$ cat src/rtl/psr_pkg.sv
// Shared PSR layout constants: default field widths, bit offsets, mode encodings and flag indices.
package psr_pkg;

  localparam int PSR_FLAG_W = 4;
  localparam int PSR_MODE_W = 5;
  localparam int PSR_W_DEF  = PSR_FLAG_W + 1 + PSR_MODE_W;

  // Bit offsets inside the packed {flags, I, mode} word for the default widths
  localparam int MODE_LSB = 0;
  localparam int IRQ_BIT  = PSR_MODE_W;
  localparam int FLAG_LSB = PSR_MODE_W + 1;

  localparam int FLAG_V = 0;
  localparam int FLAG_C = 1;
  localparam int FLAG_Z = 2;
  localparam int FLAG_N = 3;

  typedef enum logic [PSR_MODE_W-1:0] {
    MODE_USR = 5'b10000,
    MODE_FIQ = 5'b10001,
    MODE_IRQ = 5'b10010,
    MODE_SVC = 5'b10011,
    MODE_ABT = 5'b10111,
    MODE_UND = 5'b11011
  } psr_mode_e;

endpackage

$ cat src/rtl/psr_lifo.sv
// DEPTH-entry register stack holding saved PSR words; full pushes and empty pops are dropped.
module psr_lifo #(
  parameter  int W     = 10,
  parameter  int DEPTH = 4,
  localparam int CW    = $clog2(DEPTH + 1)
) (
  input  logic          clk,
  input  logic          rst_n,
  input  logic          push,
  input  logic          pop,
  input  logic [W-1:0]  din,
  output logic [W-1:0]  top,
  output logic [CW-1:0] count,
  output logic          full,
  output logic          empty
);

  logic [W-1:0]  mem [DEPTH];
  logic [CW-1:0] count_reg;
  logic          do_push;
  logic          do_pop;

  assign full    = (count_reg == CW'(DEPTH));
  assign empty   = (count_reg == '0);
  assign do_push = push && !full;
  assign do_pop  = pop && !empty && !do_push;
  assign count   = count_reg;

  // One register per slot, written only when it is the next free position
  for (genvar gi = 0; gi < DEPTH; gi++) begin : g_slot
    always_ff @(posedge clk or negedge rst_n) begin
      if (!rst_n) begin
        mem[gi] <= '0;
      end else if (do_push && (count_reg == CW'(gi))) begin
        mem[gi] <= din;
      end
    end
  end

  always_ff @(posedge clk or negedge rst_n) begin
    if (!rst_n) begin
      count_reg <= '0;
    end else if (do_push) begin
      count_reg <= count_reg + 1'b1;
    end else if (do_pop) begin
      count_reg <= count_reg - 1'b1;
    end
  end

  always_comb begin
    top = '0;
    for (int i = 0; i < DEPTH; i++) begin
      if (count_reg == CW'(i + 1)) top = mem[i];
    end
  end

endmodule

$ cat src/rtl/psr_stack_register.sv
// Program status register {flags, I, mode} with masked ALU flag updates, MSR writes
// and an exception save stack.
module psr_stack_register
  import psr_pkg::*;
#(
  parameter  int               FLAG_W     = PSR_FLAG_W,
  parameter  int               MODE_W     = PSR_MODE_W,
  parameter  int               DEPTH      = 4,
  parameter  logic [MODE_W-1:0] RESET_MODE = MODE_W'(MODE_SVC),
  parameter  logic [MODE_W-1:0] USER_MODE  = MODE_W'(MODE_USR),
  localparam int               PSR_W      = FLAG_W + 1 + MODE_W,
  localparam int               CW         = $clog2(DEPTH + 1)
) (
  input  logic              clk,
  input  logic              rst_n,
  input  logic              flag_en,
  input  logic [FLAG_W-1:0] flag_d,
  input  logic [FLAG_W-1:0] flag_mask,
  input  logic              msr_en,
  input  logic [PSR_W-1:0]  msr_d,
  input  logic              exc_en,
  input  logic [MODE_W-1:0] exc_mode,
  input  logic              ret_en,
  input  logic              clr_err,
  output logic [PSR_W-1:0]  q,
  output logic [FLAG_W-1:0] flags,
  output logic [MODE_W-1:0] mode,
  output logic [PSR_W-1:0]  spsr_q,
  output logic [CW-1:0]     count,
  output logic              ovf,
  output logic              unf
);

  logic [FLAG_W-1:0] flags_reg, flags_next, fl_merged;
  logic              irq_reg, irq_next;
  logic [MODE_W-1:0] mode_reg, mode_next;
  logic              ovf_reg, unf_reg, ovf_set, unf_set;
  logic              push, pop, full, empty;
  logic [PSR_W-1:0]  top;

  assign fl_merged = flag_en ? ((flags_reg & ~flag_mask) | (flag_d & flag_mask)) : flags_reg;

  always_comb begin
    flags_next = flags_reg;
    irq_next   = irq_reg;
    mode_next  = mode_reg;
    push       = 1'b0;
    pop        = 1'b0;
    ovf_set    = 1'b0;
    unf_set    = 1'b0;
    if (exc_en) begin
      // Flag merge still applies so the saved word carries this cycle's ALU result
      push       = !full;
      ovf_set    = full;
      flags_next = fl_merged;
      irq_next   = 1'b1;
      mode_next  = exc_mode;
    end else if (ret_en) begin
      if (!empty) begin
        pop = 1'b1;
        {flags_next, irq_next, mode_next} = top;
      end else begin
        unf_set = 1'b1;
      end
    end else if (msr_en) begin
      flags_next = msr_d[PSR_W-1 -: FLAG_W];
      if (mode_reg != USER_MODE) begin
        irq_next  = msr_d[MODE_W];
        mode_next = msr_d[MODE_W-1:0];
      end
    end else if (flag_en) begin
      flags_next = fl_merged;
    end
  end

  always_ff @(posedge clk or negedge rst_n) begin
    if (!rst_n) begin
      flags_reg <= '0;
      irq_reg   <= 1'b1;
      mode_reg  <= RESET_MODE;
      ovf_reg   <= 1'b0;
      unf_reg   <= 1'b0;
    end else begin
      flags_reg <= flags_next;
      irq_reg   <= irq_next;
      mode_reg  <= mode_next;
      ovf_reg   <= ovf_set | (ovf_reg & ~clr_err);
      unf_reg   <= unf_set | (unf_reg & ~clr_err);
    end
  end

  psr_lifo #(
    .W     (PSR_W),
    .DEPTH (DEPTH)
  ) u_lifo (
    .clk   (clk),
    .rst_n (rst_n),
    .push  (push),
    .pop   (pop),
    .din   ({fl_merged, irq_reg, mode_reg}),
    .top   (top),
    .count (count),
    .full  (full),
    .empty (empty)
  );

  assign q      = {flags_reg, irq_reg, mode_reg};
  assign flags  = flags_reg;
  assign mode   = mode_reg;
  assign spsr_q = top;
  assign ovf    = ovf_reg;
  assign unf    = unf_reg;

endmodule
$ cat config.mk
export PLATFORM = sky130hd
export DESIGN_NAME = psr_stack_register
export DESIGN_NICKNAME = d
export VERILOG_FILES = /design/src/rtl/psr_pkg.sv /design/src/rtl/psr_lifo.sv /design/src/rtl/psr_stack_register.sv
export SDC_FILE = /design/constraint.sdc
export NUM_CORES = 1
export LEC_CHECK = 0
export CAP_MARGIN = 10
export CORE_UTILIZATION = 40
export DETAILED_ROUTE_END_ITERATION = 8
export PLACE_DENSITY = 0.65
export SLEW_MARGIN = 0
export SYNTH_ARGS = -nofsm -noshare
export SYNTH_HDL_FRONTEND = slang
export SYNTH_HIERARCHICAL = 1
export SYNTH_SLANG_ARGS = --single-unit
$ cat constraint.sdc
create_clock -name clk -period 4.9 [get_ports clk]
set_input_delay 0.98 -clock clk [delete_from_list [all_inputs] [get_ports clk]]
set_output_delay 0.98 -clock clk [all_outputs]
set_load 0.02 [all_outputs]
After elaboration in Yosys (flattened, before gate mapping)
Cells that the tools add are included.
Widths: inputs -> output; s select.
{ "op_classes": {"eq_ne": 6, "add_sub_neg": 2, "n_reduce_logical": 17, "n_mux": 30, "bitwise_logic": 9} }
{ "op_table": {"columns": ["op", "count"], "rows": [
  ["$mux 10", 4],
  ["$mux 5", 5],
  ["$mux 4", 6],
  ["$mux 1", 13],
  ["$and 4x4->4", 2],
  ["$logic_and 1x1->1", 7],
  ["$eq 3x2->1 const B", 2],
  ["$mux 3", 2],
  ["$reduce_bool 3->1", 2],
  ["$ne 5x5->1 const B", 1],
  ["$not 4->4", 1],
  ["$or 4x4->4", 1],
  ["$reduce_bool 4->1", 1],
  ["$add 3x1->3 const B", 1],
  ["$eq 3x1->1 const B", 1],
  ["$eq 3x3->1 const B", 1],
  ["$logic_not 1->1", 3],
  ["$logic_not 3->1", 1],
  ["$ne 3x3->1 const B", 1],
  ["$reduce_and 3->1", 1],
  ["$sub 3x1->3 const B", 1],
  ["$and 1x1->1", 2],
  ["$or 1x1->1", 2],
  ["$reduce_and 2->1", 1],
  ["2 further kinds", 2]
]} }
{ "word_totals": {"output_inout_bits": 34, "inputBits": 30, "wordCells": 74, "register_bits": 55} }

Longest topological paths before layout
Gate-level depths: netlist of the first run.
{ "depth": {"ltp_word": 8, "ltp_mapped": 12, "mapped_depth_nobuf": 9} }

Modules after synthesis
The synthesis of the first run kept the hierarchy.
{ "modules_own_cells": {"columns": ["mod", "instances", "area_per_inst_um2", "seq_area_each_um2", "cells_per_inst"], "rows": [
  ["psr_lifo", 1, 2115.8, 1076.0, 168],
  ["psr_stack_register", 1, 868.3, 305.3, 96]
]} }

Worst setup path after synthesis of the first run
No wires, ideal clock.
{ "synth_timing": {"path_type": "register to output", "from": "reg u_lifo.count_reg[2] (netlist: u_lifo/count[2])", "to": "out spsr_q[8]", "slack_ns": 1.630, "stages_incl_launch_ff": 9, "arrival_ns": 2.290, "path_cell_list": "dfrtp_1 -> buf_6 -> clkbuf_1 -> inv_1 -> ha_1 -> buf_2 -> nor4b_4 -> nand2_2 -> a31oi_1"} }
{ "synth_between": {"elab_chain_cells": 5} }
{ "synth_lines": {"columns": ["item", "line_no", "source"], "rows": [
  ["start: declaration", "psr_lifo.sv:19", "logic [CW-1:0] count_reg;"],
  ["start signal: assignment", "psr_lifo.sv:44", "count_reg <= count_reg + 1'b1;"],
  ["start signal: assignment", "psr_lifo.sv:46", "count_reg <= count_reg - 1'b1;"],
  ["$eq 3x1->1", "psr_lifo.sv:53", "if (count_reg == CW'(i + 1)) top = mem[i];"],
  ["$mux 10 (3 in a row)", "psr_lifo.sv:53", null],
  ["$mux 10 *", "psr_lifo.sv:53", null],
  ["end: declaration", "psr_stack_register.sv:28", "output logic [PSR_W-1:0] spsr_q,"]
]} }
Mark *: on every way between the ends. The rest lies on a longest branch, timed or not.

Worst setup path in the final report of the first run
{ "layout_timing": {"from": "reg u_lifo.count_reg[1] (netlist: u_lifo/count[1])", "to": "out spsr_q[7]"} }
The elaborated chain is that of the path after synthesis.

==> results of run 1 <==
## cell families after synthesis
logic type               after synthesis  share of synthesized area, %
AO/OA/AOI/OAI                         50                         12.29
adder cells (fa/ha/maj)                6                         2.516
flip-flops                            55                         46.29
buffers and inverters                 27                         5.577
XOR/XNOR                               1                        0.2936
AND/OR/NAND/NOR                       72                         13.08
multiplexers                          53                         19.96
## cell type report
| type | instances | share of cell area (%) |
|---|---|---|
| multi-input cells | 182 | 38.50 |
| flip-flops and latches | 55 | 37.02 |
| repair buffers | 68 | 17.77 |
| well taps | 99 | 3.320 |
| clock buffers | 5 | 1.844 |
| clock inverters | 3 | 0.8384 |
| inverters | 7 | 0.7042 |
## routing by layer
layer  vias to the layer above  track usage (%)  wire, um
met4                         0            4.106        27
met2                        77            32.87      3309
li1                       1048                -         -
met1                      1139            26.42      3303
met5                         -                0         0
met3                         2            3.078       444
## Yosys cell counts (2+ instances only)
cell | number | share of area, %
o21ai_0 | 7 | 1.2
mux2_1 | 17 | 6.4
nor2_1 | 22 | 2.8
mux2_2 | 27 | 10
clkbuf_1 | 3 | 0.38
ha_1 | 6 | 2.5
nand2_1 | 27 | 3.4
mux2_4 | 2 | 1.0
a211oi_1 | 2 | 0.50
a32oi_1 | 4 | 1.2
nand2b_1 | 4 | 0.84
nand2_4 | 4 | 1.5
dfrtp_1 | 51 | 43
a21oi_1 | 14 | 2.3
inv_1 | 7 | 0.88
mux2i_1 | 7 | 2.3
buf_6 | 3 | 1.1
nor2b_1 | 3 | 0.63
a31oi_1 | 6 | 1.3
buf_4 | 10 | 2.5
dfstp_2 | 4 | 3.5
buf_2 | 4 | 0.67
a222oi_1 | 9 | 3.0
## critical path: cells and delay by family, from the launching register on
kind	cells	cell delay, ns
AOI/OAI and AO/OA	1	0.23
buffers and inverters	1	0.65
adders and majority gates	2	0.63
and+or+nand+nor	2	0.80
DFF	1	0.45
## report_power, final
group / switching, mW / internal [mW]
Clock: 0.170 / 0.110
Sequential: 0.136 / 0.660
Combinational: 0.643 / 0.583
## placed cells by master, fill, tap and decap left out, types with 2 or more instances in the layout
master	synthesis	final
nand2_4	4	4
a32oi_1	4	4
nor2_1	22	22
nand2b_1	4	4
a222oi_1	9	9
inv_8	0	2
ha_1	6	6
mux2_4	2	2
a21oi_1	14	14
buf_4	10	5
dfstp_2	4	4
nor2b_1	3	3
clkdlybuf4s50_1	0	62
mux2i_1	7	7
clkbuf_8	0	5
mux2_1	17	17
o21ai_0	7	7
dfrtp_1	51	51
inv_1	7	7
nand2_1	27	27
a31oi_1	6	6
mux2_2	27	27
a211oi_1	2	2
## stage by stage
stage	power [mW]	worst slack (ns)	util [%]	cells	hold slack (ns)
after floorplan	1.599	1.630	-	264	0.4639
after global placement	2.010	1.178	50.33	411	0.4757
after detailed placement	2.032	1.151	50.33	411	0.4816
after CTS	2.317	0.7971	51.72	419	0.5092
after global routing	2.454	0.5879	51.72	419	0.5192
final	2.303	0.8437	51.72	419	0.5064
## final timing paths
check,start,slack (ns),endpoint
hold reg to reg,u_lifo/mem[13],0.51,u_lifo/mem[13]
setup reg to reg,u_lifo/count[1],1.86,u_lifo/mem[1]
setup / recovery,u_lifo/count[1],0.84,spsr_q[7]
min in group asynchronous,rst_n,0.78,u_lifo/mem[4]
hold / removal,u_lifo/mem[13],0.51,u_lifo/mem[13]
max in group asynchronous,rst_n,3.63,u_lifo/mem[22]
==> impl_metrics.csv, run 1 <==
group,metric,value,unit
synthesis,yosysWarnings,6,
floorplan,pin_count,64,
global_routing,grt_pass1_wl,11470,um
sta,worst_pin_slew,0.7185,ns
setup_path,crit_arrival,3.08,ns
placement,dpl-instance-area,3631,um^2
setup_path,worst_setup_path_end_kind,"output pin",
setup_path,worst-setup-path-type,"flop to output pin",
setup_path,required,3.92,ns
cts,cts_repair_resize_count,0,
finish,multiInputGateArea,1436,um^2
finish,final_area,3731,um^2
cts,cts_sinks,55,
synthesis,syn_avg_cell_area,11.30,um^2
finish,seq_area,1381,um^2
sta,setup_violations,0,
synthesis,netlist_instances,264,
global_routing,grt_use_total,19.42,%
sta,finalCritPeriodShare,82.78,%
power_and_ir_drop,power_density,617.4,nW/um^2
route,first_pass_iters,5,
cts,insertion_delay,0.31,ns
sta,fin_worst_skew,0.006461,ns
cts,htree_levels,2,
synthesis,ys_seq_elements,55,
floorplan,die_w,88.37,um
floorplan,num_rows,31,
synthesis,synth_enable_flop_cells,0,
setup_path,cpMaxStageDelayCell,"nor4b_4",
finish,largest_reg_flops,40,
cts,ctsRootBufferMaster,"clkbuf_8",
cts,path_clk_slew,0.11,ns
sta,slew_headroom,52.10,%
synthesis,synthFlopType,"dfrtp_1",
route,wl_per_cell,16.91,um
cts,cts_hold_buf,0,
finish,layout.nets,355,
synthesis,syn_area,2984,um^2
synthesis,seq_area_frac_synth,46.29,%
sta,drv_slew,0,
setup_path,crit_top_cell,"ha_1",
floorplan,core_area,7214,um^2
global_routing,grt_overflow,0,
finish,diodes,0,
global_routing,grt_pass1_vias,2283,
setup_path,cp-start-kind,"flop",
cts,cts_setup_buffers,0,
run_status,outcome,"finished, final reports clean",
cts,cts_tree,"built",
route,drc,0,
power_and_ir_drop,power.leakage,1.619,nW
finish,layout-drive-gt1-share,19.06,%
sta,max_freq,246.5,MHz
finish,area_growth,25.03,%
route,vias_per_cell,5.408,
sta,fin_crit,4.056,ns
route,num_vias,2266,
finish,fill_cells,687,
global_routing,grt_max_degree,56,
synthesis,postSynthNetCount,300,
setup_path,worst-path-max-fanout,14,
route,drt_iter0_drc,184,
cts,cts-buffers-inserted,5,
worst_hold_path,min_path_cells,1,
power_and_ir_drop,vdd_drop_max,0.2726,mV
floorplan,start_util,41.36,%
setup_path,worstPathCellList,"ha_1 > ha_1 > nor4b_4 > nand2_1 > a21oi_1 > clkdlybuf4s50_1",
sta,hold_viol,0,
cts,ctsLongestPathBuffers,2,
global_routing,antenna_found_initial,0,
run,cap_violations,0,
floorplan,die_h,88.37,um
synthesis,synth_cell_types,44,
sta,rsz0062_at_grt,"false",
placement,dp_hpwl,4797,um
sta,fin_setup_tns,0,ns
floorplan,die-area,7809,um^2
setup_path,cpPeakStageDelay,0.69,ns
route,ant_nets,0,
placement,place_congestion,0.7420,
placement,port_buffers,63,
route,wl,7084,um
setup_path,rr_worst_depth,9,
synthesis,async_flop_share,100.0,%
worst_hold_path,hp-class,"flop to flop",
Power figures use the tool's default switching activity.
==> run 2: changes to the inputs <==
Settings changed: PLACE_DENSITY 0.65 to 0.68.
Clock period 4.9 ns to 3.65 ns, I/O delays scaled along.
==> impl_metrics.csv, run 2 (synthesis gave the netlist of run 1 again) <==
group,metric,value,unit
finish,area_growth,25.95,%
route,num_vias,2213,
global_routing,grt_overflow,0,
finish,stdcell_count,423,
power_and_ir_drop,sequentialPowerShare,35.0,%
cts,htree_levels,2,
cts,cts-buffers-inserted,5,
sta,slew_headroom,48.67,%
sta,setup_slack,0.1743,ns
power_and_ir_drop,intPower,1.832,mW
sta,finalCritPeriodShare,95.22,%
sta,drv_slew,0,
sta,fin_setup_tns,0,ns
finish,layout.nets,359,
placement,dpl-instance-area,3654,um^2
cts,ctsRootBufferMaster,"clkbuf_8",
setup_path,worst_setup_path_end_kind,"output pin",
floorplan,die_h,88.37,um
setup_path,cp_num_buf_inv,2,
floorplan,start_util,41.36,%
placement,dp_hpwl,5199,um
power_and_ir_drop,comb_power_share,54.4,%
floorplan,pin_count,64,
sta,whs,0.4836,ns
cts,cts_repair_resize_count,0,
run,cap_violations,0,
floorplan,core_area,7214,um^2
power_and_ir_drop,vdd_drop_max,0.3511,mV
route,vias_per_cell,5.232,
setup_path,crit_arrival,2.75,ns
cts,ctsLongestPathBuffers,2,
setup_path,cpPeakStageDelay,0.65,ns
power_and_ir_drop,power_density,824.8,nW/um^2
cts,insertion_delay,0.31,ns
route,wl,7290,um
setup_path,worst-setup-path-type,"flop to output pin",
placement,port_buffers,63,
cts,path_clk_slew,0.10,ns
finish,layout-drive-gt1-share,19.75,%
route,first_pass_iters,7,
cts,cts_setup_buffers,0,
cts,cts_hold_buf,0,
setup_path,worst-path-max-fanout,6,
cts,cts_tree,"built",
placement,post-place-cells,414,
setup_path,crit_top_cell,"ha_1",
sta,setup_violations,0,
power_and_ir_drop,power,3.100,mW
setup_path,rr_worst_depth,8,
finish,finish.utilization,52.10,%
power_and_ir_drop,power.leakage,1.632,nW
sta,fin_crit,3.476,ns
power_and_ir_drop,switchingPower,1.269,mW
placement,pre_cts_ws,0.4588,ns
floorplan,num_rows,31,
sta,worst_pin_slew,0.7700,ns
floorplan,die_w,88.37,um
sta,rsz0062_at_grt,"false",
finish,most-common-layout-cells,"clkdlybuf4s50_1, dfrtp_1, nand2_1, mux2_2, nor2_1",
finish,largest_reg_flops,40,
sta,fin_worst_skew,0.007481,ns
setup_path,cp_num_cells,7,
placement,place_congestion,0.7642,
global_routing,grt_use_total,19.77,%
cts,cts_sinks,55,
sta,hold_viol,0,
global_routing,grt_max_degree,36,
route,ant_nets,0,
setup_path,critical_path.top_delay_family,"buffers and inverters",
finish,diodes,0,
setup_path,required,2.92,ns
power_and_ir_drop,p_clk_share,10.6,%
finish,mostFrequentLayoutCell,"clkdlybuf4s50_1",
global_routing,grt_pass1_vias,2264,
floorplan,die-area,7809,um^2
setup_path,cpMaxStageDelayCell,"clkdlybuf4s50_1",
setup_path,cp-start-kind,"flop",
run_status,outcome,"finished, final reports clean",
route,drt_iter0_drc,116,
global_routing,antenna_found_initial,0,
route,wl_per_cell,17.23,um
sta,max_freq,287.7,MHz
setup_path,worstPathCellList,"ha_1 > ha_1 > nor4b_4 > buf_4 > nand2_1 > a21oi_1 > clkdlybuf4s50_1",
global_routing,grt_pass1_wl,11430,um
power_and_ir_drop,switching_share,40.92,%
worst_hold_path,hp-class,"input pin to asynchronous set/reset pin",
finish,final_area,3759,um^2
route,drc,0,
## run 2: cell count changes in the layout (fill, tap and decap cells not counted)
| cell | delta |
|---|---|
| inv_6 | -1 |
| clkinvlp_4 | +1 |
| buf_4 | +3 |
| inv_8 | -2 |
| buf_12 | +1 |
| clkinv_2 | +1 |
| clkbuf_1 | +1 |
## run 2: area by class of cell
type / instances / area (um^2)
clock buffer: 6 / 72.57
clock inverter: 2 / 12.51
fill: 671 / 3456
inverter: 7 / 26.28
multi-input combinational: 182 / 1436
sequential: 55 / 1381
tap: 99 / 123.9
timing repair buffer: 72 / 705.7
## run 2: final timing paths
path / start / to / slack, ns
max reg2reg: u_lifo/count[0] / u_lifo/mem[1] / 0.90
max: u_lifo/count[0] / spsr_q[5] / 0.17
min: rst_n / u_lifo/mem[4] / 0.48
min in group clk: u_lifo/mem[3] / u_lifo/mem[3] / 0.50
min reg2reg: u_lifo/mem[3] / u_lifo/mem[3] / 0.50
max in group asynchronous: rst_n / mode[1] / 2.34
## run 2: power by group through the flow
stage	combinational [mW]	sequential, mW	clock [mW]
floorplan	1.04	1.10	0
global placement	1.63	1.08	0
detailed placement	1.66	1.10	0
CTS	1.67	1.09	0.338
global route	1.81	1.12	0.368
finish	1.69	1.09	0.329
## run 2: routing by layer
layer	up-vias	share of wire [%]	GRT usage, %	wire length, um
li1	1056	-	-	-
met1	1070	45	25.73	3269
met2	81	48	34.20	3522
met3	6	6.0	3.545	436
met4	0	0.84	4.839	61
met5	-	0	0	0
## run 2: worst register-to-register path, delay by kind of cell, from the launching register on
kind	cells	cell delay [ns]
AO/OA/AOI/OAI	1	0.35
adder cells (fa/ha/maj)	1	0.22
buffers and inverters	2	0.25
flip-flops	1	0.41
multiplexers	1	0.35
AND/OR/NAND/NOR	3	1.06
